<file path="config.mk">
export PLATFORM = sky130hd
export DESIGN_NAME = regfile_port_arbiter_flat
export DESIGN_NICKNAME = d
export VERILOG_FILES = /design/src/rtl/regfile_arb_pkg.sv /design/src/rtl/regfile_port_arbiter_if.sv /design/src/rtl/rf_clear_seq.sv /design/src/rtl/regfile_port_arbiter.sv /design/src/flat_wrapper.sv
export SDC_FILE = /design/constraint.sdc
export NUM_CORES = 1
export LEC_CHECK = 0
export CAP_MARGIN = 20
export CORE_ASPECT_RATIO = 0.7
export CORE_UTILIZATION = 33
export CTS_CLUSTER_SIZE = 40
export DETAILED_ROUTE_END_ITERATION = 6
export PLACE_DENSITY = 0.87
export SLEW_MARGIN = 20
export SYNTH_ARGS = -nofsm -noshare
export SYNTH_HDL_FRONTEND = slang
export SYNTH_HIERARCHICAL = 1
export SYNTH_SLANG_ARGS = --single-unit
</file>
<file path="constraint.sdc">
create_clock -name clk -period 5.4 [get_ports clk]
set_clock_uncertainty 0.2 [all_clocks]
set_input_delay 0.54 -clock clk [delete_from_list [all_inputs] [get_ports clk]]
set_output_delay 0.54 -clock clk [all_outputs]
set_load 0.05 [all_outputs]
</file>
<file path="src/rtl/regfile_arb_pkg.sv">
// Shared widths and FSM state type for the register-file port arbiter.
package regfile_arb_pkg;

    localparam int unsigned RF_ADDR_W   = 5;
    localparam int unsigned RF_DATA_W   = 32;
    localparam int unsigned RF_LAST_IDX = 31;

    typedef enum logic [0:0] {
        ST_IDLE,
        ST_CLEAR
    } arb_state_e;

endpackage

</file>
<file path="src/rtl/regfile_port_arbiter_if.sv">
// Core, agent, register-file and clear signals of the arbiter.
// The master side drives requests and the register-file read data.
interface regfile_port_arbiter_if;
    import regfile_arb_pkg::*;

    logic                 cpu_we;
    logic [RF_ADDR_W-1:0] cpu_wa;
    logic [RF_DATA_W-1:0] cpu_wd;
    logic [RF_ADDR_W-1:0] cpu_rs1_addr;
    logic                 cpu_rs1_used;
    logic                 cpu_stall;
    logic                 agt_req;
    logic                 agt_we;
    logic [RF_ADDR_W-1:0] agt_addr;
    logic [RF_DATA_W-1:0] agt_wd;
    logic                 agt_gnt;
    logic                 agt_rvalid;
    logic [RF_DATA_W-1:0] agt_rdata;
    logic [RF_DATA_W-1:0] rf_rs1_data;
    logic                 rf_we;
    logic [RF_ADDR_W-1:0] rf_wa;
    logic [RF_DATA_W-1:0] rf_wd;
    logic [RF_ADDR_W-1:0] rf_rs1_addr;
    logic                 clr_start;
    logic                 clr_busy;
    logic                 clr_done;

    modport master (
        output cpu_we, cpu_wa, cpu_wd, cpu_rs1_addr, cpu_rs1_used,
        output agt_req, agt_we, agt_addr, agt_wd, rf_rs1_data, clr_start,
        input  cpu_stall, agt_gnt, agt_rvalid, agt_rdata,
        input  rf_we, rf_wa, rf_wd, rf_rs1_addr, clr_busy, clr_done
    );

    modport slave (
        input  cpu_we, cpu_wa, cpu_wd, cpu_rs1_addr, cpu_rs1_used,
        input  agt_req, agt_we, agt_addr, agt_wd, rf_rs1_data, clr_start,
        output cpu_stall, agt_gnt, agt_rvalid, agt_rdata,
        output rf_we, rf_wa, rf_wd, rf_rs1_addr, clr_busy, clr_done
    );

endinterface

</file>
<file path="src/rtl/rf_clear_seq.sv">
// Clear sequencer: steps clr_idx over x1..x31 while active and pulses done
// in the cycle after the last index is written.
module rf_clear_seq
    import regfile_arb_pkg::*;
(
    input  logic                 clk,
    input  logic                 rst,
    input  logic                 active,
    output logic [RF_ADDR_W-1:0] idx,
    output logic                 last,
    output logic                 done
);

    logic [RF_ADDR_W-1:0] idx_q;
    logic                 done_q;

    assign idx  = idx_q;
    assign last = (idx_q == RF_ADDR_W'(RF_LAST_IDX));
    assign done = done_q;

    always_ff @(posedge clk or posedge rst) begin
        if (rst) begin
            idx_q  <= RF_ADDR_W'(1);
            done_q <= 1'b0;
        end else begin
            done_q <= active && last;
            if (active) begin
                idx_q <= last ? RF_ADDR_W'(1) : idx_q + RF_ADDR_W'(1);
            end
        end
    end

endmodule

</file>
<file path="src/rtl/regfile_port_arbiter.sv">
// Shares the register-file write port and Rs1 read port between the core and
// an agent with starvation forcing. RF_ARB_CLEAR_EN adds the x1..x31 clear.
module regfile_port_arbiter
    import regfile_arb_pkg::*;
#(
    parameter int unsigned STARVE_LIMIT = 4
) (
    input  logic                  clk,
    input  logic                  rst,
    regfile_port_arbiter_if.slave bus
);

    localparam logic [3:0] LIMIT = 4'(STARVE_LIMIT);

    arb_state_e           state_q;
    logic [3:0]           starve_q;
    logic                 rvalid_q;
    logic [RF_DATA_W-1:0] rdata_q;
    logic                 clr_go;
    logic                 clr_active;
    logic                 clr_last;
    logic                 clr_done_pulse;
    logic [RF_ADDR_W-1:0] clr_idx;
    logic                 forced;
    logic                 natural;
    logic                 gnt;
    logic                 stall;

`ifdef RF_ARB_CLEAR_EN
    assign clr_active = (state_q == ST_CLEAR);
    assign clr_go     = (state_q == ST_IDLE) && bus.clr_start;

    rf_clear_seq u_clear_seq (
        .clk    (clk),
        .rst    (rst),
        .active (clr_active),
        .idx    (clr_idx),
        .last   (clr_last),
        .done   (clr_done_pulse)
    );
`else
    logic unused_clr_start;
    assign unused_clr_start = bus.clr_start;
    assign clr_active       = 1'b0;
    assign clr_go           = 1'b0;
    assign clr_last         = 1'b0;
    assign clr_done_pulse   = 1'b0;
    assign clr_idx          = '0;
`endif

    assign forced  = bus.agt_req && (starve_q == LIMIT);
    assign natural = bus.agt_req && (bus.agt_we ? !bus.cpu_we : !bus.cpu_rs1_used);

    always_comb begin
        gnt             = 1'b0;
        stall           = 1'b0;
        bus.rf_we       = bus.cpu_we;
        bus.rf_wa       = bus.cpu_wa;
        bus.rf_wd       = bus.cpu_wd;
        bus.rf_rs1_addr = bus.cpu_rs1_addr;
        if (rst) begin
            bus.rf_we = 1'b0;
        end else if (clr_active) begin
            bus.rf_we = 1'b1;
            bus.rf_wa = clr_idx;
            bus.rf_wd = '0;
            stall     = 1'b1;
        end else if (!clr_go && (forced || natural)) begin
            gnt   = 1'b1;
            // A forced grant stalls the core, so its write is dropped.
            stall = forced;
            if (bus.agt_we) begin
                bus.rf_we = 1'b1;
                bus.rf_wa = bus.agt_addr;
                bus.rf_wd = bus.agt_wd;
            end else begin
                bus.rf_we       = bus.cpu_we && !forced;
                bus.rf_rs1_addr = bus.agt_addr;
            end
        end
    end

    assign bus.agt_gnt    = gnt;
    assign bus.cpu_stall  = stall;
    assign bus.agt_rvalid = rvalid_q;
    assign bus.agt_rdata  = rdata_q;
    assign bus.clr_busy   = clr_active;
    assign bus.clr_done   = clr_done_pulse;

    always_ff @(posedge clk or posedge rst) begin
        if (rst) begin
            state_q  <= ST_IDLE;
            starve_q <= '0;
            rvalid_q <= 1'b0;
            rdata_q  <= '0;
        end else begin
            rvalid_q <= gnt && !bus.agt_we;
            if (gnt && !bus.agt_we) begin
                rdata_q <= bus.rf_rs1_data;
            end
            unique case (state_q)
                ST_IDLE: begin
                    if (!bus.agt_req || gnt) begin
                        starve_q <= '0;
                    end else if (starve_q != LIMIT) begin
                        starve_q <= starve_q + 4'd1;
                    end
                    if (clr_go) begin
                        state_q <= ST_CLEAR;
                    end
                end
                ST_CLEAR: begin
                    if (clr_last) begin
                        state_q <= ST_IDLE;
                    end
                end
                default: state_q <= ST_IDLE;
            endcase
        end
    end

endmodule
</file>
<file path="src/flat_wrapper.sv">
// flat-port wrapper written by rule: the top's interface ports become plain ports
module regfile_port_arbiter_flat import regfile_arb_pkg::*;
#(
    parameter int unsigned STARVE_LIMIT = 4
)
  (clk, rst, bus_cpu_we, bus_cpu_wa, bus_cpu_wd, bus_cpu_rs1_addr, bus_cpu_rs1_used, bus_agt_req, bus_agt_we, bus_agt_addr, bus_agt_wd, bus_rf_rs1_data, bus_clr_start, bus_cpu_stall, bus_agt_gnt, bus_agt_rvalid, bus_agt_rdata, bus_rf_we, bus_rf_wa, bus_rf_wd, bus_rf_rs1_addr, bus_clr_busy, bus_clr_done);
  regfile_port_arbiter_if bus_i ();
  input  logic clk;
  input  logic rst;
  input wire logic [$bits(bus_i.cpu_we)-1:0] bus_cpu_we;
  input wire logic [$bits(bus_i.cpu_wa)-1:0] bus_cpu_wa;
  input wire logic [$bits(bus_i.cpu_wd)-1:0] bus_cpu_wd;
  input wire logic [$bits(bus_i.cpu_rs1_addr)-1:0] bus_cpu_rs1_addr;
  input wire logic [$bits(bus_i.cpu_rs1_used)-1:0] bus_cpu_rs1_used;
  input wire logic [$bits(bus_i.agt_req)-1:0] bus_agt_req;
  input wire logic [$bits(bus_i.agt_we)-1:0] bus_agt_we;
  input wire logic [$bits(bus_i.agt_addr)-1:0] bus_agt_addr;
  input wire logic [$bits(bus_i.agt_wd)-1:0] bus_agt_wd;
  input wire logic [$bits(bus_i.rf_rs1_data)-1:0] bus_rf_rs1_data;
  input wire logic [$bits(bus_i.clr_start)-1:0] bus_clr_start;
  output wire logic [$bits(bus_i.cpu_stall)-1:0] bus_cpu_stall;
  output wire logic [$bits(bus_i.agt_gnt)-1:0] bus_agt_gnt;
  output wire logic [$bits(bus_i.agt_rvalid)-1:0] bus_agt_rvalid;
  output wire logic [$bits(bus_i.agt_rdata)-1:0] bus_agt_rdata;
  output wire logic [$bits(bus_i.rf_we)-1:0] bus_rf_we;
  output wire logic [$bits(bus_i.rf_wa)-1:0] bus_rf_wa;
  output wire logic [$bits(bus_i.rf_wd)-1:0] bus_rf_wd;
  output wire logic [$bits(bus_i.rf_rs1_addr)-1:0] bus_rf_rs1_addr;
  output wire logic [$bits(bus_i.clr_busy)-1:0] bus_clr_busy;
  output wire logic [$bits(bus_i.clr_done)-1:0] bus_clr_done;
  assign bus_i.cpu_we = bus_cpu_we;
  assign bus_i.cpu_wa = bus_cpu_wa;
  assign bus_i.cpu_wd = bus_cpu_wd;
  assign bus_i.cpu_rs1_addr = bus_cpu_rs1_addr;
  assign bus_i.cpu_rs1_used = bus_cpu_rs1_used;
  assign bus_i.agt_req = bus_agt_req;
  assign bus_i.agt_we = bus_agt_we;
  assign bus_i.agt_addr = bus_agt_addr;
  assign bus_i.agt_wd = bus_agt_wd;
  assign bus_i.rf_rs1_data = bus_rf_rs1_data;
  assign bus_i.clr_start = bus_clr_start;
  assign bus_cpu_stall = bus_i.cpu_stall;
  assign bus_agt_gnt = bus_i.agt_gnt;
  assign bus_agt_rvalid = bus_i.agt_rvalid;
  assign bus_agt_rdata = bus_i.agt_rdata;
  assign bus_rf_we = bus_i.rf_we;
  assign bus_rf_wa = bus_i.rf_wa;
  assign bus_rf_wd = bus_i.rf_wd;
  assign bus_rf_rs1_addr = bus_i.rf_rs1_addr;
  assign bus_clr_busy = bus_i.clr_busy;
  assign bus_clr_done = bus_i.clr_done;
  regfile_port_arbiter #(.STARVE_LIMIT(STARVE_LIMIT)) u_core (.clk(clk), .rst(rst), .bus(bus_i));
endmodule
</file>
* Word level (Yosys, flattened, before mapping)
Index checks and enable logic that the tools add are counted.
Word-level totals: flip-flop bits (word level) 38, bits in latches 0, bits in writable memories 0, ROM bits 0, output and inout port bits 80, memories 0
Operators by class: $add $sub $neg 1, multiply operators 0, div/mod/pow operators 0, magnitude comparators 0, equal/unequal tests 2, shifts and indexed selects 0, mux-type cells 20, bitwise logic cells 1, reductions and logical operators 13
Operators by type and width (number):
- two-way mux 32 bit | 3
- two-way mux 5 bit | 6
- two-way mux 1 bit | 8
- two-way mux 4 bit | 2
- zero test 1 bit | 5
- adder 4 x 1 -> 4 bit (second input constant) | 1
- == test 4 x 3 -> 1 bit (second input constant) | 1
- logical AND 1 bit | 4
- != test 4 x 3 -> 1 bit (second input constant) | 1
- logical OR 1 bit | 2
- case mux 1 bit (2 select lines) | 1
- AND reduction 2 bit | 1
- nonzero test 2 bit | 1
- inverter 1 bit | 1

* Depth between registers and ports, before layout
Gate-level depths: netlist of the first run.
depth after elaboration 9, mapped depth 7

* Worst setup path before layout of the first run
No wires, ideal clock.
kind input -> output, start point input bus_agt_we, end point output bus_agt_gnt, data arrival time 2.077 ns, data required time 4.660 ns, path slack 2.583 ns, cell stages on the path 2, path buffers 0, cells stage by stage mux2_2 -> a211oi_1
On the way: word-level cells in the longest chain between the ends 5
Ends and longest elaborated chain:
- from (decl) | line flat_wrapper.sv:16 | input wire logic [$bits(bus_i.agt_we)-1:0] bus_agt_we;
- two-way mux 1 bit | line regfile_port_arbiter.sv:52 | assign natural = bus.agt_req && (bus.agt_we ? !bus.cpu_we : !bus.cpu_rs1_used);
- logical AND 1 bit | line regfile_port_arbiter.sv:52
- logical OR 1 bit | line regfile_port_arbiter.sv:68 | end else if (!clr_go && (forced || natural)) begin
- two-way mux 1 bit | line regfile_port_arbiter.sv:68
- two-way mux 1 bit | line regfile_port_arbiter.sv:61 | if (rst) begin
- to (decl) | line flat_wrapper.sv:22 | output wire logic [$bits(bus_i.agt_gnt)-1:0] bus_agt_gnt;
No other way between the ends.

* Worst setup path after layout of the first run
start point input rst, end point output bus_rf_wd[16]
On the way: word-level cells in the longest chain between the ends 1
Ends and longest elaborated chain:
- from (decl) | line flat_wrapper.sv:9 | input logic rst;
- two-way mux 32 bit | line regfile_port_arbiter.sv:61
- to (decl) | line flat_wrapper.sv:27 | output wire logic [$bits(bus_i.rf_wd)-1:0] bus_rf_wd;
No other way between the ends.

==> results of run 1 <==
## power groups by stage
stage | Combinational, W | Clock (W) | Sequential [W]
floorplan | 0.000169 | 0 | 0.000560
global placement | 0.000616 | 0 | 0.000363
detailed placement | 0.000624 | 0 | 0.000368
CTS | 0.000627 | 0.000288 | 0.000363
global route | 0.000646 | 0.000299 | 0.000369
finish | 0.000623 | 0.000279 | 0.000362
## cell families after synthesis
| family | after synthesis | share of synthesized area, % |
|---|---|---|
| and+or+nand+nor | 14 | 4.63 |
| muxes | 75 | 40.6 |
| xor gates and xnor gates | 1 | 0.421 |
| other | 1 | 0.180 |
| adders and majority gates | 2 | 1.20 |
| buffers and inverters | 14 | 4.75 |
| AOI/OAI and AO/OA | 8 | 3.73 |
| DFF | 37 | 44.5 |
## through the flow
step	worst slack (ps)	std cells	total power [W]
2_1_floorplan	2580	153	0.000729
3_3_place_gp	1440	417	0.000979
3_5_place_dp	1380	417	0.000991
4_1_cts	1370	425	0.00128
5_1_grt	1280	425	0.00131
6_report	1360	425	0.00126
## cell type report
class | count | area share (%)
clock buffers | 5 | 1.63
well taps | 75 | 2.23
multi-input cells | 102 | 25.3
flip-flops and latches | 37 | 22.0
repair buffers | 199 | 47.0
clock inverters | 3 | 1.54
inverters | 4 | 0.356
## cells in the final DEF, fill, tap and decap left out, types with 2 or more instances in the layout
cell type and count:
clkdlybuf4s50_1 194, nand2b_1 2, nand2_1 3, buf_4 5, mux2_1 21, conb_1 2
mux2_2 54, dfrtp_1 37, nand4b_1 2, clkbuf_8 5, nand3b_1 2, ha_1 2
inv_1 4, bufinv_16 2, nor2_1 2
## registers in the layout (all words and copies together) (netlist names)
signal	cells
u_core/bus.agt_rvalid	1
u_core/starve_q	4
u_core/bus.agt_rdata	32
## per-layer routing
layer  GRT usage (%)  vias up  routed length, um
li1                -      942                  -
met2            35.7       83               3780
met1            27.2      924               3170
met5               0        -                  0
met4            6.16        0                 51
met3            6.03        6                461
## worst paths after layout
path	slack (ps)	endpoint	start	cells past startpoint
max	1360	bus_rf_wd[16]	rst	6
min	290	u_core/bus.agt_rdata[21]$_DFFE_PP0P_	u_core/bus.agt_rdata[21]$_DFFE_PP0P_	1
max reg2reg	3030	u_core/bus.agt_rdata[19]$_DFFE_PP0P_	u_core/starve_q[0]$_DFFE_PP0P_	6
min reg2reg	290	u_core/bus.agt_rdata[21]$_DFFE_PP0P_	u_core/bus.agt_rdata[21]$_DFFE_PP0P_	1
max in group asynchronous	3890	u_core/bus.agt_rdata[26]$_DFFE_PP0P_	rst	3
min in group asynchronous	790	u_core/bus.agt_rdata[9]$_DFFE_PP0P_	rst	3
==> results.md, run 1 <==
- The sum of overflow across all layers after global routing is 0.
- For the worst setup path, the data arrival time is 3300 ps.
- The root buffer cell chosen for the clock tree is clkbuf_8.
- The worst min-delay path class is reg2reg.
- The cts-stage hold buffer count is 0.
- The mean post-synth cell area is 13.7 sq um.
- The antenna diode count is 0.
- The tool flagged a number of max-cap violations equal to 0.
- Dividing the detail-routed wire length by the instance count gives 17.6 um.
- The number of I/O port buffers is 194.
- The H-tree generated during clock tree synthesis spans 2 levels.
- The total via count after detailed routing is 1955.
- The fraction of registers with async set/reset is 100%.
- In the synthesized netlist, the cells that appear most often are mux2_2, dfrtp_1, mux2_1, buf_4, inv_1.
- The maximum buffer depth of the clock tree is 2.
- At the worst endpoint, the required time is 4660 ps.
- In the synthesized netlist the dominant register cell turns out to be dfrtp_1.
- The internal power component is 0.000771 W.
- The count of pins over their slew limit is 0.
- The number of global-route vias before repair is 1973.
- The total number of nets in the final design is 469.
- The final hold violation count was 0.
- The net switching component of the power is 0.000493 W.
- Yosys printed 6 warnings.
- The standby leakage power is 1.68 nW.
- The worst setup path is launched from an input port.
- The number of instances resized during post-cts repair is 0.
- The die is 96.9 um wide.
- The post-synthesis instance total is 152.
- In this run the count of I/O pins placed on the die edge is 198.
- The maximum clock frequency is 248 MHz.
- The peak fanout along the critical path is 19.
- Entering global routing, the biggest net connects 38 pins.
- The count of fill cells added during filler insertion is 442.
- Buffers inserted during clock tree synthesis total 5.
- The critical path capture point type is an output pin.
- The detailed-route wire length is 7470 um.
- The worst-skew pair later-pin latency is 280 ps.
- The run finished with clean final reports.
- The power density relative to cell area is 300 nW/um^2.
- The area taken by flip-flops and latches is 926 sq um.
- By instance count, the leading cell after synthesis is mux2_2.
- The number of rows in the core area is 23.
- IR analysis of the VDD net gives a maximum drop of 233 uV.
- The fraction of final layout cells with drive strength greater than 1 is 20.0%.
- Among the stages of the critical path, the cell type that occurs most often is clkdlybuf4s50_1.
- The worst relative slew slack is 64.1%.
- The post-synthesis to final-layout area growth is 103%.
- The critical path goes through clkdlybuf4s50_1 -> nand3b_1 -> a21oi_4 -> buf_4 -> mux2_2 -> clkdlybuf4s50_1.
- The floorplan step set the die height to 68.4 um.
- The TritonCTS clock tree is built.
- The combined area of the multi-input logic cells is 1070 sq um.
- In the routed design, unresolved DRC markers number 0.
- The type of the worst setup path is in2out.
- The initial antenna violation count is 0.
- By area the synthesized netlist is led by dfrtp_1, mux2_2, mux2_1.
- The slowest stage of the critical path is the clkdlybuf4s50_1 cell.
- The number of nets with antenna violations after detailed routing is 0.
- The number of synthesized flops with an enable pin is 0.
- The worst stage delay on the critical path is 720 ps.
- The number of DRC violations after detailed-routing iteration 0 is 31.
- The final critical delay including setup and external delays is 4040 ps.
- Combinational logic is responsible for 49.3% of the overall power.
- The area of all placed cells without fillers is 4220 sq um.
- Of the total power, the clock network draws 22.1%.
- The sequential fraction of design power is 28.7%.
- Once detailed placement completed, the half-perimeter wirelength came to 6110 um.
- The share of synthesized area in the top cell type comes to 44.5%.
- The clock-pin slew reported for the worst setup and hold paths after clock tree synthesis is 70 ps.
- CTS saw 37 sinks.
- The count of state elements after synthesis is 37.
- Net switching is 39.0% of the power.
- Setup repair after global routing left no endpoint under its margin.
- The core box area is 5900 sq um.
- The share of the clock period used by the worst path after layout is 74.8%.
- The portion of the post-synthesis area used by sequential elements is 44.5%.
- The mapped netlist covers 2080 sq um.
- In the routed layout, each cell is associated on average with a via count of 4.60.
- The first-pass GRT wire length is 10800 um.
- After routing, the total negative slack on setup checks comes to 0 ps.
- The congestion estimate from routability-driven global placement came to 0.742.
- The detailed-routing iteration count for the pre-antenna-repair pass is 4.
- Yosys mapped the design onto 26 distinct sky130hd cell types.
- The end-of-flow core utilization is 71.5%.
- Setup violations remaining at the end of the flow were counted as 0.
- For this configuration, the core starts out at a cell density of 35.3%.
- The combined global-route utilization of all metal layers is 21.3%.
- The placed instances occupy a cell area of 4080 sq um.
- The number of setup buffers added after CTS is 0.
- dfrtp_1 takes more of the synthesized area than any other cell.
- The die footprint is 6630 sq um.
- Hold is met by 292 ps.
- The kind of cell with the highest combined delay along the critical path is buffers and inverters.
- At the pin with the least slew margin, the transition time is 537 ps.
- The total buffers and inverters traversed by the critical path is 3.
No activity file was read; power rests on OpenSTA's default activity.
==> run 2, diff against run 1 <==
--- a/config.mk
+++ b/config.mk
@@ -7,10 +7,10 @@
 export LEC_CHECK = 0
 export CAP_MARGIN = 20
 export CORE_ASPECT_RATIO = 0.7
-export CORE_UTILIZATION = 33
+export CORE_UTILIZATION = 30
 export CTS_CLUSTER_SIZE = 40
 export DETAILED_ROUTE_END_ITERATION = 6
-export PLACE_DENSITY = 0.87
+export PLACE_DENSITY = 0.8
 export SLEW_MARGIN = 20
 export SYNTH_ARGS = -nofsm -noshare
 export SYNTH_HDL_FRONTEND = slang
==> constraint.sdc (replaced) <==
create_clock -name clk -period 4.2 [get_ports clk]
set_clock_uncertainty 0.2 [all_clocks]
set_input_delay 0.42 -clock clk [delete_from_list [all_inputs] [get_ports clk]]
set_output_delay 0.42 -clock clk [all_outputs]
set_load 0.05 [all_outputs]
==> run 2 against run 1 <==
Against the previous run: sequential cell count stayed put; via count up 0.66%; utilization fell by 6.0 points; critical path type is now reg2out; critical endpoint is now bus_rf_rs1_addr[0]; largest power group unchanged.
==> results.md, run 2 (synthesized netlist as in run 1, its figures left out) <==
- The peak ir drop on the vdd network is 319 uV.
- The overall power of the completed layout is 0.00159 W.
- The number of I/O port buffers is 194.
- The horizontal die dimension is 102 um.
- The initial antenna violation count is 0.
- The number of DRC violations after detailed-routing iteration 0 is 27.
- The number of placed I/O pins is 198.
- The share of power burned in the clock network is 20.2%.
- The cell with the largest stage delay on the worst path is clkdlybuf4s50_1.
- Of the total power, combinational logic draws 50.4%.
- The total number of nets in the final design is 468.
- The sequential fraction of design power is 29.3%.
- The placed instances occupy a cell area of 4110 sq um.
- The count of H-tree levels built during CTS is 2.
- The first-pass GRT wire length is 10800 um.
- The congestion estimate from routability-driven global placement came to 0.679.
- After clock tree synthesis, the setup repair step added 0 buffers.
- The number of nets with antenna violations after detailed routing is 0.
- The type of origin of the critical path is a flip-flop.
- The worst pin sits at a relative slew slack of 62.5%.
- Once the floorplan was initialized, standard cells occupied 32.2% of the core.
- Counting I/O delays and the setup requirement, the final critical path takes 3570 ps.
- The maximum number of pins on one net before global-route repair is 38.
- The core box area is 6460 sq um.
- The number of instances resized during post-cts repair is 0.
- The height of the die is 71.7 um.
- The end-of-flow core utilization is 65.4%.
- The TritonCTS clock tree is built.
- The peak fanout along the critical path is 12.
- The number of global-route vias before repair is 2044.
- Dividing the detail-routed wire length by the instance count gives 16.8 um.
- The post-placement worst setup slack is 771 ps.
- The power density relative to cell area is 375 nW/um^2.
- The fraction of final layout cells with drive strength greater than 1 is 19.5%.
- The required arrival time at the worst endpoint is 3580 ps.
- The clock drives 37 sinks.
- The most common library cell in the layout ignoring fill and taps is clkdlybuf4s50_1.
- The post-synthesis to final-layout area growth is 103%.
- The number of buffers added by the clock tree synthesis step is 5.
- In this run the core area contains 24 standard-cell rows.
- Of the available clock period, the critical path in the final layout requires 84.9%.
- The maximum clock frequency is 280 MHz.
- The switching share of total power is 40.1%.
- The critical path goes through inv_1 -> ha_1 -> nand3b_4 -> a2111oi_4 -> buf_4 -> mux2_2 -> clkdlybuf4s50_1.
- The detailed-placement wirelength estimate is 6030 um.
- The final hold violation count is 0.
- Fill cells in the final layout number 512.
- The critical path capture point type is an output pin.
- The die covers 7280 sq um.
- The final critical-path setup slack is 633 ps.
- The area of all placed cells without fillers is 4220 sq um.
- The register with the most flip-flops in the layout has 32 of them.
- In the layout the commonest cells are clkdlybuf4s50_1, mux2_2, dfrtp_1.
- The count of pins over their slew limit came to 0.
- Setup violations remaining at the end of the flow were counted as 0.
- The type of the worst setup path is reg2out.
- The standby leakage power is 1.67 nW.
- The root buffer cell is clkbuf_8.
- Hold repair after CTS inserted 0 buffers.
- The detailed-route vias per instance is 4.47.
- The analysis attributes to net switching a power of 0.000637 W.
- In the routed design, unresolved DRC markers number 0.
- The tool flagged a number of max-cap violations equal to 0.
- The routed design has 7380 um of wire.
- The detailed-routing iteration count for the pre-antenna-repair pass is 4.
- The total via count after detailed routing is 1968.
- The total overflow left after global routing is 0.
- The maximum buffer depth of the clock tree is 2.
- The repair_antennas step left the layout with diodes totalling 0.
- The clock-pin slew reported for the worst setup and hold paths after clock tree synthesis is 80 ps.
- Setup repair after global routing left no endpoint under its margin.
- For this run, the slowest stage of the critical path takes 720 ps.
- Clock latency on the worst-skew pair, taken at its later pin, is 280 ps.
- The arrival time at the worst endpoint is 2950 ps.
- The total negative slack is 0 ps.
- The transition time at the pin with the least slew margin is 561 ps.
- The flow ran to the end, and the final reports show no timing, DRC or antenna violations.
- The combined global-route utilization of all metal layers is 19.5%.
- The internal power component is 0.000949 W.
- The tightest min-delay check is of the reg2reg type.
## run 2: cell count changes in the layout (fill, tap and decap cells not counted)
| cell | before | now |
|---|---|---|
| buf_12 | 0 | 1 |
| clkbuf_8 | 5 | 6 |
| clkinv_2 | 1 | 0 |
| clkbuf_1 | 0 | 1 |
| bufinv_16 | 2 | 1 |
| buf_4 | 5 | 3 |
## run 2: layout make-up
| type | instances | area [sq um] | area share [%] |
|---|---|---|---|
| Timing Repair Buffer | 198 | 1980 | 47.0 |
| Sequential cell | 37 | 926 | 21.9 |
| Multi-Input combinational cell | 102 | 1070 | 25.3 |
| Tap cell | 91 | 114 | 2.70 |
| Clock inverter | 1 | 30.0 | 0.711 |
| Inverter | 4 | 15.0 | 0.356 |
| Clock buffer | 7 | 86.3 | 2.04 |
## run 2: worst max-delay path, delay by kind of cell (launching register included)
kind | cells | cell delay, ps
adders and majority gates | 1 | 270
muxes | 1 | 360
buffers and inverters | 3 | 1090
DFF | 1 | 420
AOI/OAI and AO/OA | 1 | 380
and+or+nand+nor | 1 | 140
## run 2: worst paths after layout
kind | slack [ps] | from | to | cells past startpoint
max | 630 | u_core/starve_q[0]$_DFFE_PP0P_ | bus_rf_rs1_addr[0] | 7
max in group asynchronous | 2770 | rst | u_core/bus.agt_rdata[26]$_DFFE_PP0P_ | 3
min | 290 | u_core/bus.agt_rdata[19]$_DFFE_PP0P_ | u_core/bus.agt_rdata[19]$_DFFE_PP0P_ | 1
max reg2reg | 1800 | u_core/starve_q[0]$_DFFE_PP0P_ | u_core/bus.agt_rdata[16]$_DFFE_PP0P_ | 6
min in group asynchronous | 690 | rst | u_core/starve_q[3]$_DFFE_PP0P_ | 3
min reg2reg | 290 | u_core/bus.agt_rdata[19]$_DFFE_PP0P_ | u_core/bus.agt_rdata[19]$_DFFE_PP0P_ | 1
## run 2: layer usage
layer  routed length [um]  track usage (%)  share of wire [%]  up-vias
met5                    0                0                  0        -
met4                   44             4.19               0.60        0
met3                  606             6.63                8.2        4
met2                 3790             34.3                 51       78
met1                 2950             23.2                 40      940
li1                     -                -                  -      946
## run 2: metrics by stage
step                      cells  hold slack, ps
after CTS                   440             292
after global routing        440             318
after global placement      432             266
final                       440             288
after floorplan             153             350
after detailed placement    432             275
## run 2: power groups by stage
stage               logic (W)  registers (W)  clock network, W
floorplan            0.000217       0.000720                 0
global route         0.000829       0.000475          0.000342
finish               0.000800       0.000465          0.000321
detailed placement   0.000802       0.000473                 0
global placement     0.000793       0.000466                 0
CTS                  0.000806       0.000466          0.000328
